[config.mk]
export PLATFORM = sky130hd
export DESIGN_NAME = mulu_seq_x8y8
export DESIGN_NICKNAME = d
export VERILOG_FILES = /design/src/rtl/mulu_seq_x8y8_pkg.sv /design/src/rtl/mulu_seq_x8y8_x2y2.sv /design/src/rtl/mulu_seq_x8y8.sv
export SDC_FILE = /design/constraint.sdc
export NUM_CORES = 1
export LEC_CHECK = 0
export BUFFER_PORTS_ARGS = -buffer_cell sky130_fd_sc_hd__buf_2
export CELL_PAD_IN_SITES_DETAIL_PLACEMENT = 2
export CELL_PAD_IN_SITES_GLOBAL_PLACEMENT = 2
export CORE_UTILIZATION = 36
export CTS_CLUSTER_SIZE = 20
export DETAILED_ROUTE_END_ITERATION = 8
export GPL_TIMING_DRIVEN = 0
export HOLD_SLACK_MARGIN = 0.02
export PLACE_DENSITY_LB_ADDON = 0.1
export SYNTH_ARGS = -nofsm -noshare
export SYNTH_HDL_FRONTEND = slang
export SYNTH_HIERARCHICAL = 1
export SYNTH_SLANG_ARGS = --single-unit
[constraint.sdc]
create_clock -name clk -period 6.1 [get_ports clk]
set_clock_uncertainty 0.1 [all_clocks]
set_input_delay 1.22 -clock clk [delete_from_list [all_inputs] [get_ports clk]]
set_output_delay 1.22 -clock clk [all_outputs]
set_load 0.05 [all_outputs]
[src/rtl/mulu_seq_x8y8_pkg.sv]
// Shared constants and state encoding for the sequential 8x8 radix-4 multiplier.
// Optional feature macro used by the design: MULU_SEQ_ZERO_SKIP_EN.
package mulu_seq_x8y8_pkg;

    localparam int unsigned DIG_W  = 2;
    localparam int unsigned OP_W   = 8;
    localparam int unsigned PROD_W = 16;
    localparam int unsigned CNT_W  = 4;
    localparam int unsigned DPROD_W = 2 * DIG_W;

    // Last digit-pair index; the edge that processes it completes the product.
    localparam logic [CNT_W-1:0] CNT_LAST = '1;

    typedef enum logic [1:0] {
        ST_IDLE = 2'd0,
        ST_RUN  = 2'd1,
        ST_DONE = 2'd2
    } state_e;

endpackage

[src/rtl/mulu_seq_x8y8_x2y2.sv]
// Combinational 2x2 unsigned digit multiplier.
// Ports:
//   a, b    : 2-bit unsigned digits
//   prod_c  : 4-bit unsigned product (combinational)
module mulu_x2y2
    import mulu_seq_x8y8_pkg::*;
(
    input  logic [DIG_W-1:0]   a,
    input  logic [DIG_W-1:0]   b,
    output logic [DPROD_W-1:0] prod_c
);

    always_comb begin
        prod_c = DPROD_W'(a) * DPROD_W'(b);
    end

endmodule

[src/rtl/mulu_seq_x8y8.sv]
// Sequential 8x8 unsigned multiplier: accumulates sixteen 2x2 digit products,
// one per cycle, into a 16-bit accumulator.
// Ports:
//   clk, rst   : clock, synchronous active-high reset
//   start      : operation request, accepted when in_ready=1
//   x, y       : 8-bit unsigned operands, sampled on the accepting edge
//   in_ready   : high in IDLE and DONE
//   busy       : high in RUN
//   p          : 16-bit product (accumulator), valid while p_valid=1
//   p_valid    : high in DONE
// Build option: define MULU_SEQ_ZERO_SKIP_EN to finish zero-operand requests
// in a single edge without entering RUN.
module mulu_seq_x8y8
    import mulu_seq_x8y8_pkg::*;
(
    input  logic              clk,
    input  logic              rst,
    input  logic              start,
    input  logic [OP_W-1:0]   x,
    input  logic [OP_W-1:0]   y,
    output logic              in_ready,
    output logic              busy,
    output logic [PROD_W-1:0] p,
    output logic              p_valid
);

    state_e              state_q, state_d;
    logic [OP_W-1:0]     x_q, x_d;
    logic [OP_W-1:0]     y_q, y_d;
    logic [PROD_W-1:0]   acc_q, acc_d;
    logic [CNT_W-1:0]    cnt_q, cnt_d;
    logic                in_ready_q, in_ready_d;
    logic                busy_q, busy_d;
    logic                p_valid_q, p_valid_d;

    logic [DIG_W-1:0]    x_dig_c;
    logic [DIG_W-1:0]    y_dig_c;
    logic [DPROD_W-1:0]  dprod_c;
    logic [CNT_W-1:0]    shamt_c;
    logic [PROD_W-1:0]   pp_c;

    // Digit selection: cnt[1:0] walks x digits, cnt[3:2] walks y digits.
    always_comb begin
        x_dig_c = x_q[{cnt_q[1:0], 1'b0} +: DIG_W];
        y_dig_c = y_q[{cnt_q[3:2], 1'b0} +: DIG_W];
        shamt_c = CNT_W'({cnt_q[1:0], 1'b0}) + CNT_W'({cnt_q[3:2], 1'b0});
        pp_c    = PROD_W'(dprod_c) << shamt_c;
    end

    mulu_x2y2 u_x2y2 (
        .a      (x_dig_c),
        .b      (y_dig_c),
        .prod_c (dprod_c)
    );

    // Next-state, datapath and registered-output logic.
    always_comb begin
        state_d = state_q;
        x_d     = x_q;
        y_d     = y_q;
        acc_d   = acc_q;
        cnt_d   = cnt_q;

        unique case (state_q)
            ST_IDLE, ST_DONE: begin
                if (start) begin
                    x_d     = x;
                    y_d     = y;
                    acc_d   = '0;
                    cnt_d   = '0;
                    state_d = ST_RUN;
`ifdef MULU_SEQ_ZERO_SKIP_EN
                    if ((x == '0) || (y == '0)) begin
                        state_d = ST_DONE;
                    end
`endif
                end
            end
            ST_RUN: begin
                acc_d = acc_q + pp_c;
                cnt_d = cnt_q + CNT_W'(1);
                if (cnt_q == CNT_LAST) begin
                    state_d = ST_DONE;
                end
            end
            default: begin
                state_d = ST_IDLE;
            end
        endcase

        in_ready_d = (state_d == ST_IDLE) || (state_d == ST_DONE);
        busy_d     = (state_d == ST_RUN);
        p_valid_d  = (state_d == ST_DONE);
    end

    always_ff @(posedge clk) begin
        if (rst) begin
            state_q    <= ST_IDLE;
            x_q        <= '0;
            y_q        <= '0;
            acc_q      <= '0;
            cnt_q      <= '0;
            in_ready_q <= 1'b1;
            busy_q     <= 1'b0;
            p_valid_q  <= 1'b0;
        end else begin
            state_q    <= state_d;
            x_q        <= x_d;
            y_q        <= y_d;
            acc_q      <= acc_d;
            cnt_q      <= cnt_d;
            in_ready_q <= in_ready_d;
            busy_q     <= busy_d;
            p_valid_q  <= p_valid_d;
        end
    end

    assign in_ready = in_ready_q;
    assign busy     = busy_q;
    assign p_valid  = p_valid_q;
    assign p        = acc_q;

endmodule
==> parameters.txt <==
Parameter                              Value

Outcome
  Status ... finished with violations
  Violated checks ... design-rule violations

Layout
  Fillers ... about 770
  Area occupied by registers ... 820.8 um2
  Post-route insts no fill ... around 410
  Synthesis-to-layout area growth ... 15.78%
  Number of diodes added for antenna fixing ... 0
  Highest-count cells in the layout ignoring fill and taps ... nand2_1, dfxtp_1, buf_2
  Ratio of cells with drive above 1 in the final layout ... 0.1602
  Post-route design area ... about 0.0028 mm2
  Most common cell after layout, fill and taps aside ... nand2_1
  Area occupied by multi-input gates ... 0.001499 mm2
  Number of nets in the final layout ... around 380

Clocking
  Source-to-sink clock delay at the later pin of the worst-skew pair ... 290 ps
  Cts hold-fix bufs ... 0
  Clock Pin Slew Worst Setup and Hold Paths ... 80 ps
  Clock tree from TritonCTS ... built
  Clk buf depth ... 2
  CTS HTree Levels ... 2
  CTS-repair resized insts ... 0
  Number of CTS-inserted buffers ... 5
  Clk sinks ... 41
  CTS Root Buffer Type ... clkbuf_8
  Number of buffers added for setup after CTS ... 0

Global route
  GRT busiest layer ... met2
  Via count of the first global-routing pass ... ~2,400
  Pin count of the biggest net entering global routing ... 13
  Initial antenna violation count ... 0
  Global-route wire length before repair ... 11.48 mm
  Global-route track usage on met1 ... 0.2670
  Global route total overflow ... 0
  Met3 track demand over resource ... 0.03363
  Met2 demand-to-capacity share in global routing ... 0.3599
  All-layer global routing usage ... 0.2065

Setup path
  Worst endpoint data arrival time ... 4570 ps
  Maximum fanout encountered on the critical timing path ... 7
  Startpoint kind of the worst setup timing path ... register
  CP Class ... register to register
  Worst Path Required ... 6220 ps
  Sort of element at the end of the critical path ... register

Logic synthesis
  Sequential fraction of the synthesis area ... 0.3406
  Number of synthesis warnings ... 6
  Mapped Nets ... approximately 330
  Number of flops mapped to enable cells by yosys ... 0
  Synthesized area per cell ... 8.197 um2
  Top FF cell, synth ... dfxtp_1
  Netlist area before placement ... roughly 0.0024 mm2
  Gate count after technology mapping ... just under 300
  Share of synthesized registers carrying an async set or reset ... 0
  FF+latch count, synth ... slightly above 40
  Cell variety after synth ... 39

Place
  Cell total after placement ... about 410
  Detailed-placement wirelength estimate ... between 5 and 6 mm
  Port Buf Inserts ... 36
  Area after DPL ... 0.002686 mm2
  Global placer's final weighted congestion ... 0.7503

Floorplanning
  Count of standard-cell rows ... 29
  Effective utilization at floorplan ... 0.3752
  Num ports ... 38
  Die area ... 0.007025 mm2
  Chip Height ... ~84 um
  Horizontal extent of the die ... about 84 um
  Placeable Area ... 0.006422 mm2

Timing
  Setup repair after global routing missed its margin ... false
  Minimum clock period ... 4450 ps
  Number of endpoints failing setup at the final stage ... 0
  Final hold viol count ... 0
  Final max-slew violation count ... 0
  Achievable frequency ... about 220 MHz
  Final worst path period share ... 0.7296
  Tightest Pin Transition ... ~900 ps
  Worst slew slack as a fraction of its limit ... 0.3934
  Aggregate negative setup slack ... 0 ps

Route
  Routed WL per cell ... roughly 17 um
  Via density per instance ... roughly 5.4
  Detailed-route DRC error count ... 6
  Number of vias in the routed layout ... 2,224
  Count of TritonRoute iterations in the first routing pass ... 6
  Residual antenna-violating net count after detailed routing ... 0
  Starting DRC count in detailed routing ... approximately 60
  Final Routed Wirelength ... ~6.8 mm

Worst hold path
  Min-delay worst type ... register to register

Flow run
  Number of max-cap violations ... 0

Pwr
  Standby leakage power ... 1.188 nW
  Power Dens Cells ... between 150 and 200 mW/mm2
  Power after layout ... around 0.56 mW
  Maximum ir drop on the vdd rail ... 83.53 uV
-- cell usage after synthesis, types with 3 or more instances --
| library cell | instances | area, um2 |
|---|---|---|
| a21o_1 | 3 | 22.52 |
| a21oi_1 | 33 | 165.2 |
| a22o_1 | 9 | 78.83 |
| a22oi_1 | 4 | 30.03 |
| a31oi_1 | 5 | 31.28 |
| and2_1 | 6 | 37.54 |
| clkbuf_1 | 13 | 48.80 |
| dfxtp_1 | 41 | 820.8 |
| ha_1 | 19 | 237.7 |
| inv_1 | 10 | 37.54 |
| mux4_2 | 4 | 90.09 |
| nand2_1 | 49 | 183.9 |
| nand2b_1 | 6 | 37.54 |
| nor2_1 | 35 | 131.4 |
| nor2b_1 | 6 | 37.54 |
| o211ai_1 | 3 | 22.52 |
| o21ai_0 | 8 | 40.04 |
| o22ai_1 | 3 | 18.77 |
| xnor2_1 | 12 | 105.1 |
-- through the flow --
step	worst slack (ps)	hold WS, ps	util
6_report	1650	358.0	0.4344
4_1_cts	1639	360.6	0.4344
3_5_place_dp	1718	349.1	0.4183
2_1_floorplan	2414	333.1	-
5_1_grt	1338	386.6	0.4344
3_3_place_gp	1789	342.2	0.4183
-- logic make-up after synthesis --
| kind of cell | Yosys count | synth area share |
|---|---|---|
| DFF | 41 | 0.3406 |
| adders and majority gates | 21 | 0.1153 |
| AOI/OAI and AO/OA | 75 | 0.1983 |
| muxes | 6 | 0.04569 |
| buffers and inverters | 24 | 0.03738 |
| xor gates and xnor gates | 13 | 0.04725 |
| and+or+nand+nor | 114 | 0.2155 |
-- critical path: stages, from the launching register on --
cell      delay (ps)
dfxtp_1          550
mux4_2           570
and2_1           180
ha_1             190
ha_1             320
mux2i_1          380
nor2_1           120
ha_1             400
a21oi_1          330
o211ai_1         200
a21oi_1          370
o21ai_0          190
xnor2_1          210
a21oi_1          100
o22ai_1          160
-- final timing paths --
| kind | from | end | slack [ps] | depth (start not counted) |
|---|---|---|---|---|
| max reg2reg | cnt_q[0] | p[15] | 1650 | 14 |
| max | cnt_q[0] | p[15] | 1650 | 14 |
| min | y_q[7] | y_q[7] | 360 | 2 |
| min reg2reg | y_q[7] | y_q[7] | 360 | 2 |
-- registers in the layout, summed over array words and instances (netlist names) --
signal	flops
busy	1
cnt_q	4
in_ready	1
p	16
p_valid	1
state_q	2
x_q	8
y_q	8
-- final cells by class --
class                   instances  area share
clock inverters                 2     0.01256
repair buffers                 36     0.06457
flip-flops and latches         41      0.2942
well taps                      77     0.03453
clock buffers                   5     0.02466
multi-input cells             229      0.5372
inverters                      10     0.01345
plain buffers                  14     0.01883
-- report_power, final --
| part | internal, mW | total [mW] | leakage, nW | switching (mW) |
|---|---|---|---|---|
| sequential | 0.276 | 0.283 | 0.334 | 0.00614 |
| clock | 0.119 | 0.214 | 0.0540 | 0.0954 |
| combinational | 0.0196 | 0.0591 | 0.800 | 0.0395 |
-- routing by layer --
layer	vias to the layer above	share of wire	wire, um
met2	26	0.48	3302
li1	1100	-	-
met5	-	0	0
met3	6	0.021	141
met4	0	0.0089	61
met1	1092	0.49	3330
Power figures use the tool's default switching activity.
